$ cat config.mk
export PLATFORM = sky130hd
export DESIGN_NAME = page_table_walker
export DESIGN_NICKNAME = d
export VERILOG_FILES = /design/src/rtl/page_table_walker.sv
export SDC_FILE = /design/constraint.sdc
export NUM_CORES = 1
export LEC_CHECK = 0
export CAP_MARGIN = 20
export CORE_MARGIN = 2
export CORE_UTILIZATION = 43
export CTS_BUF_LIST = sky130_fd_sc_hd__clkbuf_4 sky130_fd_sc_hd__clkbuf_8 sky130_fd_sc_hd__clkbuf_16
export DETAILED_ROUTE_END_ITERATION = 10
export PLACE_DENSITY = 0.87
export SYNTH_ARGS = -nofsm -noshare
export SYNTH_HDL_FRONTEND = slang
export SYNTH_SLANG_ARGS = --single-unit
$ cat constraint.sdc
create_clock -name clk -period 1.7 [get_ports clk]
set_input_delay 0.34 -clock clk [delete_from_list [all_inputs] [get_ports clk]]
set_output_delay 0.34 -clock clk [all_outputs]
set_load 0.01 [all_outputs]
$ cat src/rtl/page_table_walker.sv
// Two-level page-table walker: fetches L1 and L2 PTEs on a TLB miss and emits a TLB fill or a page-fault pulse.
// Optional memory-wait abort is enabled by defining PTW_TIMEOUT_EN (limit set by TIMEOUT_CYCLES).
`timescale 1ns/1ps
module page_table_walker #(
  parameter int TIMEOUT_CYCLES = 255
) (
  input  logic        clk,
  input  logic        reset,
  input  logic [31:0] ptbr,
  input  logic        miss_valid,
  input  logic [31:0] miss_vaddr,
  output logic        miss_ready,
  output logic        mem_req,
  output logic [31:0] mem_addr,
  input  logic        mem_ack,
  input  logic [31:0] mem_rdata,
  output logic        tlb_we,
  output logic [19:0] tlb_vpn,
  output logic [19:0] tlb_ppn,
  output logic        tlb_dirty,
  output logic        page_fault,
  output logic [31:0] fault_vaddr
);

  typedef enum logic [2:0] {IDLE, WALK_L1, WALK_L2, FILL, FAULT} state_t;

  state_t      state_q, state_d;
  logic [31:0] vaddr_q, vaddr_d;
  logic [19:0] l2_base_q, l2_base_d;
  logic [19:0] ppn_q, ppn_d;
  logic        dirty_q, dirty_d;
  logic [31:0] fault_vaddr_q, fault_vaddr_d;
  logic        timeout;

  logic unused_bits;
  assign unused_bits = ^{ptbr[11:0], mem_rdata[11:2], 32'(TIMEOUT_CYCLES)};

`ifdef PTW_TIMEOUT_EN
  localparam int CW = (TIMEOUT_CYCLES > 1) ? $clog2(TIMEOUT_CYCLES + 1) : 1;
  logic [CW-1:0] cnt_q, cnt_d;

  // Aborts in the last allowed wait cycle so mem_req is high for exactly TIMEOUT_CYCLES cycles.
  assign timeout = (cnt_q == CW'(TIMEOUT_CYCLES - 1));

  always_comb begin
    cnt_d = '0;
    if ((state_q == WALK_L1 || state_q == WALK_L2) && state_d == state_q)
      cnt_d = cnt_q + 1'b1;
  end

  always_ff @(posedge clk) begin
    if (reset) cnt_q <= '0;
    else       cnt_q <= cnt_d;
  end
`else
  assign timeout = 1'b0;
`endif

  always_comb begin
    state_d       = state_q;
    vaddr_d       = vaddr_q;
    l2_base_d     = l2_base_q;
    ppn_d         = ppn_q;
    dirty_d       = dirty_q;
    fault_vaddr_d = fault_vaddr_q;
    miss_ready    = 1'b0;
    mem_req       = 1'b0;
    mem_addr      = '0;
    tlb_we        = 1'b0;
    tlb_vpn       = '0;
    tlb_ppn       = '0;
    tlb_dirty     = 1'b0;
    page_fault    = 1'b0;

    case (state_q)
      IDLE: begin
        miss_ready = 1'b1;
        if (miss_valid) begin
          vaddr_d = miss_vaddr;
          state_d = WALK_L1;
        end
      end
      WALK_L1: begin
        mem_req  = 1'b1;
        mem_addr = {ptbr[31:12], vaddr_q[31:22], 2'b00};
        if (mem_ack) begin
          if (mem_rdata[0]) begin
            l2_base_d = mem_rdata[31:12];
            state_d   = WALK_L2;
          end else begin
            state_d = FAULT;
          end
        end else if (timeout) begin
          state_d = FAULT;
        end
      end
      WALK_L2: begin
        mem_req  = 1'b1;
        mem_addr = {l2_base_q, vaddr_q[21:12], 2'b00};
        if (mem_ack) begin
          if (mem_rdata[0]) begin
            ppn_d   = mem_rdata[31:12];
            dirty_d = mem_rdata[1];
            state_d = FILL;
          end else begin
            state_d = FAULT;
          end
        end else if (timeout) begin
          state_d = FAULT;
        end
      end
      FILL: begin
        tlb_we    = 1'b1;
        tlb_vpn   = vaddr_q[31:12];
        tlb_ppn   = ppn_q;
        tlb_dirty = dirty_q;
        state_d   = IDLE;
      end
      FAULT: begin
        page_fault = 1'b1;
        state_d    = IDLE;
      end
      default: state_d = IDLE;
    endcase

    // Captured on entry so the faulting address is visible during the pulse and afterwards.
    if (state_d == FAULT && state_q != FAULT)
      fault_vaddr_d = vaddr_q;
  end

  assign fault_vaddr = fault_vaddr_q;

  always_ff @(posedge clk) begin
    if (reset) begin
      state_q       <= IDLE;
      vaddr_q       <= '0;
      l2_base_q     <= '0;
      ppn_q         <= '0;
      dirty_q       <= 1'b0;
      fault_vaddr_q <= '0;
    end else begin
      state_q       <= state_d;
      vaddr_q       <= vaddr_d;
      l2_base_q     <= l2_base_d;
      ppn_q         <= ppn_d;
      dirty_q       <= dirty_d;
      fault_vaddr_q <= fault_vaddr_d;
    end
  end

endmodule
* After elaboration in Yosys (flattened, before gate mapping)
Cells that the tools add are included.
** Operators by class
- Add/sub/neg operators :: 0
- Equal/unequal tests :: 6
- Reductions and logical operators :: 6
- Mux-type cells :: 14
- Magnitude comparators :: 0
- $mul :: 0
- Shift-type cells :: 0
- Div/mod/pow operators :: 0
- Bitwise operators :: 0
** Operators by type and width (count)
- one-hot mux 32 bit (2 select lines) :: 1
- two-way mux 20 bit :: 2
- two-way mux 3 bit :: 5
- one-hot mux 3 bit (3 select lines) :: 1
- == test 3 x 2 -> 1 bit, second input constant :: 2
- == test 3 bit, second input constant :: 2
- AND reduction 3 bit :: 2
- two-way mux 1 bit :: 5
- == test 3 x 1 -> 1 bit, second input constant :: 1
- zero test 3 bit :: 1
- inequality test 3 bit, second input constant :: 1
- AND reduction 2 bit :: 1
- OR reduction 2 bit :: 1
- logical AND 1 bit :: 1
** Word-level totals
- Bits in registers :: 108
- Output and inout bits :: 109
- ROM bits :: 0
- Input bits :: 100
- Memories :: 0
- Memory bits (writable) :: 0
- Logic and storage cells :: 32
- Bits in latches :: 0

* Depth between registers and ports, before layout
- Depth after elaboration :: 5
- Depth in mapped cells :: 6
- Depth with buffers taken out :: 3

* Least setup slack after synthesis
Ideal clock, no wire load.
- Kind :: reg-to-output
- From :: register state_q[2]
- To :: output port mem_addr[10]
- Data required time :: 1360 ps
- Data arrival time :: 1240 ps
- Path slack :: 120 ps
- Cell stages (with the launch flop) :: 5
- Buffers on the path :: 2
- Cells stage by stage :: dfxtp_1 buf_1 nor3b_1 buf_2 a22o_1
** Between the ends
- Word-level cells in the longest chain between the ends :: 2
- Elaborated cells on any way between the ends :: 3
- Those cells by class :: 2 x eq/ne; 1 x mux
** Ends and longest elaborated chain
- start, declared :: RTL line 27 : state_t state_q, state_d;
- start signal, assigned :: RTL line 142 : state_q <= state_d;
- == test 3 x 2 -> 1 bit / == test 3 x 1 -> 1 bit (equally long branches) :: RTL line 75 : case (state_q)
- one-hot mux 32 bit (2 select lines) * :: RTL line 75
- end, declared :: RTL line 14 : output logic [31:0] mem_addr,
Mark *: on every way between the ends. The rest lies on a longest branch, timed or not.

* Worst setup path after layout
- From :: register state_q[0]
- To :: output port mem_addr[11]
Same word-level chain as after synthesis.

==> summary.txt <==
Power
  – PD cells: 705 nW/um2
  – Leakage: 3.14 nW
  – Pint: 4.13 mW
  – Combinational share of power: 0.150
  – Peak supply drop: 0.000449 V
  – Reg power frac: 0.488
  – Clk pwr share: 0.362
  – Sw frac: 0.247
  – Switching pwr: 1.35 mW

Global route
  – Total global-route track usage: 0.223
  – Total global routing overflow: 0
  – First-pass GRT wire length: 22700 um
  – Vias in the first global route: 4517
  – Antenna violations before repair: 0
  – Largest net degree at the start of global routing: 82

Logic synthesis
  – Largest cells by area after synthesis: dfxtp_1 (43%), nand2b_1 (16%), mux2i_1 (15%), a22o_1 (5.2%), and2_1 (5.1%)
  – Yosys warnings: 0
  – Main combinational cell family by area after synthesis: simple AND/OR/NAND/NOR gates
  – Synth Register Bits: 108
  – Post-synth top area cell: dfxtp_1
  – Synth Area per Inst: 9.22 um2
  – XOR/XNOR share of the synthesized area: 0.00174
  – Top-count cell post-synth: nand2b_1
  – Mapped Cells: 546
  – Post-Synth Adder-Cell Area: 0
  – Synth top area share: 0.430
  – Synthesized-area fraction occupied by and/or/nand/nor cells: 0.281
  – Post-synthesis sequential area ratio: 0.430
  – Multiplexer share of the synthesized area: 0.145
  – Synthesized area: 5030 um2
  – Ys async rst share: 0
  – Complex-gate fraction of the synthesized area: 0.0892
  – Ys flop type: dfxtp_1
  – Post-synth EDFFs: 0
  – Most instantiated cells after synthesis: nand2b_1 (129), dfxtp_1 (108), mux2i_1 (73)
  – Unique cell type count in the Yosys netlist: 26

Floorplan
  – Core area: 11400 um2
  – Row cnt: 39
  – Io pins: 209
  – Initial Util: 0.441
  – Die area: 12600 um2
  – Die H: 112 um
  – Die Span X: 112 um

Outcome
  – Status: complete, but fails checks
  – Failing checks: setup timing

Finish
  – Area delta synth->final: 54.4%
  – Nets@finish: 834
  – Share of layout cells above drive strength 1: 0.257
  – Filler-free cell count of the finished design: 882
  – Ant diodes: 0

Placed design
  – Placed Instances: 850
  – HPWL Detailed: 9740 um
  – Port-buffer cells: 184
  – Gpl congestion: 0.893

STA
  – Hold Violations, Final: 0
  – Fmax: 519 MHz
  – Clock skew: 0.00490 ns
  – Fin crit period: 1.93 ns
  – Final period util: 1.13
  – Final setup viols: 72
  – Max-slew violations: 0
  – Worst setup margin: -0.227 ns
  – Hold slack: 0.338 ns
  – RSZ-0062 raised after global routing: yes

CTS
  – CTS sink count: 108
  – Clk_lat worst skew: 0.35 ns
  – CTS tree: done
  – Clk buf depth: 2
  – # H-tree levels: 3
  – Root Buffer: clkbuf_16
  – Clock transition at path regs: 0.07 ns
  – Num CTS Buffers: 9

Route
  – DR DRC count: 0
  – Drt first pass iters: 5
  – Routed via count: 4485
  – Routed Antenna Nets: 0
  – Average via count per standard cell: 5.09
  – WL final: 14600 um
  – Wire length per cell: 16.6 um
  – Iteration-0 DRC Markers: 220

Critical path
  – Critical Path Fanout Max: 5
  – Cell mode on critical path: buf_6
  – Slowest stage cell, crit path: dfxtp_4
  – Worst EP arrival: 1.59 ns
  – Startpoint types: flop
  – Critical path, cell by cell: nor3b_4 -> buf_6 -> clkbuf_16 -> a22o_1 -> buf_6
  – Worst setup EP type: output port
  – Crit path largest cell delay: 0.38 ns
  – Crit Path Category: reg -> out
  – Worst EP required: 1.36 ns

Run
  – MaxCap Viol Count: 0

Min path
  – HP Class: in -> reg
==> final timing paths <==
kind,from,end,slack [ns],depth (start not counted)
worst min-delay path,reset,vaddr_q[30],0.34,2
worst max-delay path,state_q[0],mem_addr[11],-0.23,5
worst max register to register,state_q[1],l2_base_q[19],0.08,6
worst min register to register,vaddr_q[9],vaddr_q[9],0.46,2
==> power groups by stage <==
stage	Combinational [mW]	Clock (mW)	Sequential [mW]
final	0.821	1.98	2.68
after CTS	0.819	2.01	2.67
after detailed placement	0.786	0	2.73
after global placement	0.768	0	2.73
after global routing	0.884	2.11	2.68
after floorplan	0.404	0	2.71
==> what timing repair did <==
action                     4_1_cts  5_1_grt
hold buffers                     0        0
setup endpoints to repair       75      119
cloned                           7        1
resized for setup              397       32
pin swaps                       27       16
buffers inserted                 7        3
==> worst max-delay path, delay by kind of cell, from the launching register on <==
family | cells | cell delay (ns)
simple gates | 1 | 0.26
buf+inv | 3 | 0.44
compound gates | 1 | 0.16
flops | 1 | 0.38
==> per-stage QoR <==
step / TNS, ns / utilization / instance area (um2) / total power, mW / setup slack [ns]
after global routing: -16.43 / 0.681 / 7770 / 5.68 / -0.276
after floorplan: 0 / - / 5040 / 3.11 / 0.120
after global placement: -20.77 / 0.623 / 7120 / 3.49 / -0.275
after CTS: -8.98 / 0.676 / 7710 / 5.50 / -0.224
final: -12.10 / 0.681 / 7770 / 5.48 / -0.227
after detailed placement: -27.98 / 0.623 / 7120 / 3.52 / -0.340
==> cell families after synthesis <==
group / after synthesis
and+or+nand+nor: 250
DFF: 108
muxes: 73
AOI/OAI and AO/OA: 65
buffers and inverters: 48
xor gates and xnor gates: 1
other: 1
==> state kept, by name (all words and copies together), names as in the netlist <==
signal and cells:
vaddr_q 32, l2_base_q 20, fault_vaddr 32, state_q 3, ppn_q 20, dirty_q 1
==> cells in the final DEF, fill, tap and decap left out, drive strengths merged, types with 2 or more instances in the layout <==
| master | count |
|---|---|
| clkinvlp | 2 |
| clkinv | 3 |
| conb | 2 |
| a22o | 30 |
| clkbuf | 12 |
| dfxtp | 108 |
| nor2 | 2 |
| nand2b | 130 |
| buf | 115 |
| clkdlybuf4s50 | 108 |
| and2 | 41 |
| nand2 | 66 |
| a21oi | 33 |
| nor3 | 4 |
| nor3b | 2 |
| mux2i | 73 |
==> metal layers <==
layer	track usage	share of wire	up-vias
li1	-	-	2171
met1	0.273	0.42	2129
met2	0.381	0.49	158
met3	0.0583	0.062	27
met4	0.0772	0.026	0
met5	0	0	-
==> area by class of cell <==
class / count / area [um2]
fillers: 859 / 3650
multi-input cells: 391 / 2790
repair buffers: 224 / 2340
flip-flops and latches: 108 / 2170
clock buffers: 11 / 246
well taps: 143 / 179
clock inverters: 5 / 37.5
Note: power is estimated with default switching activity, not from simulation.
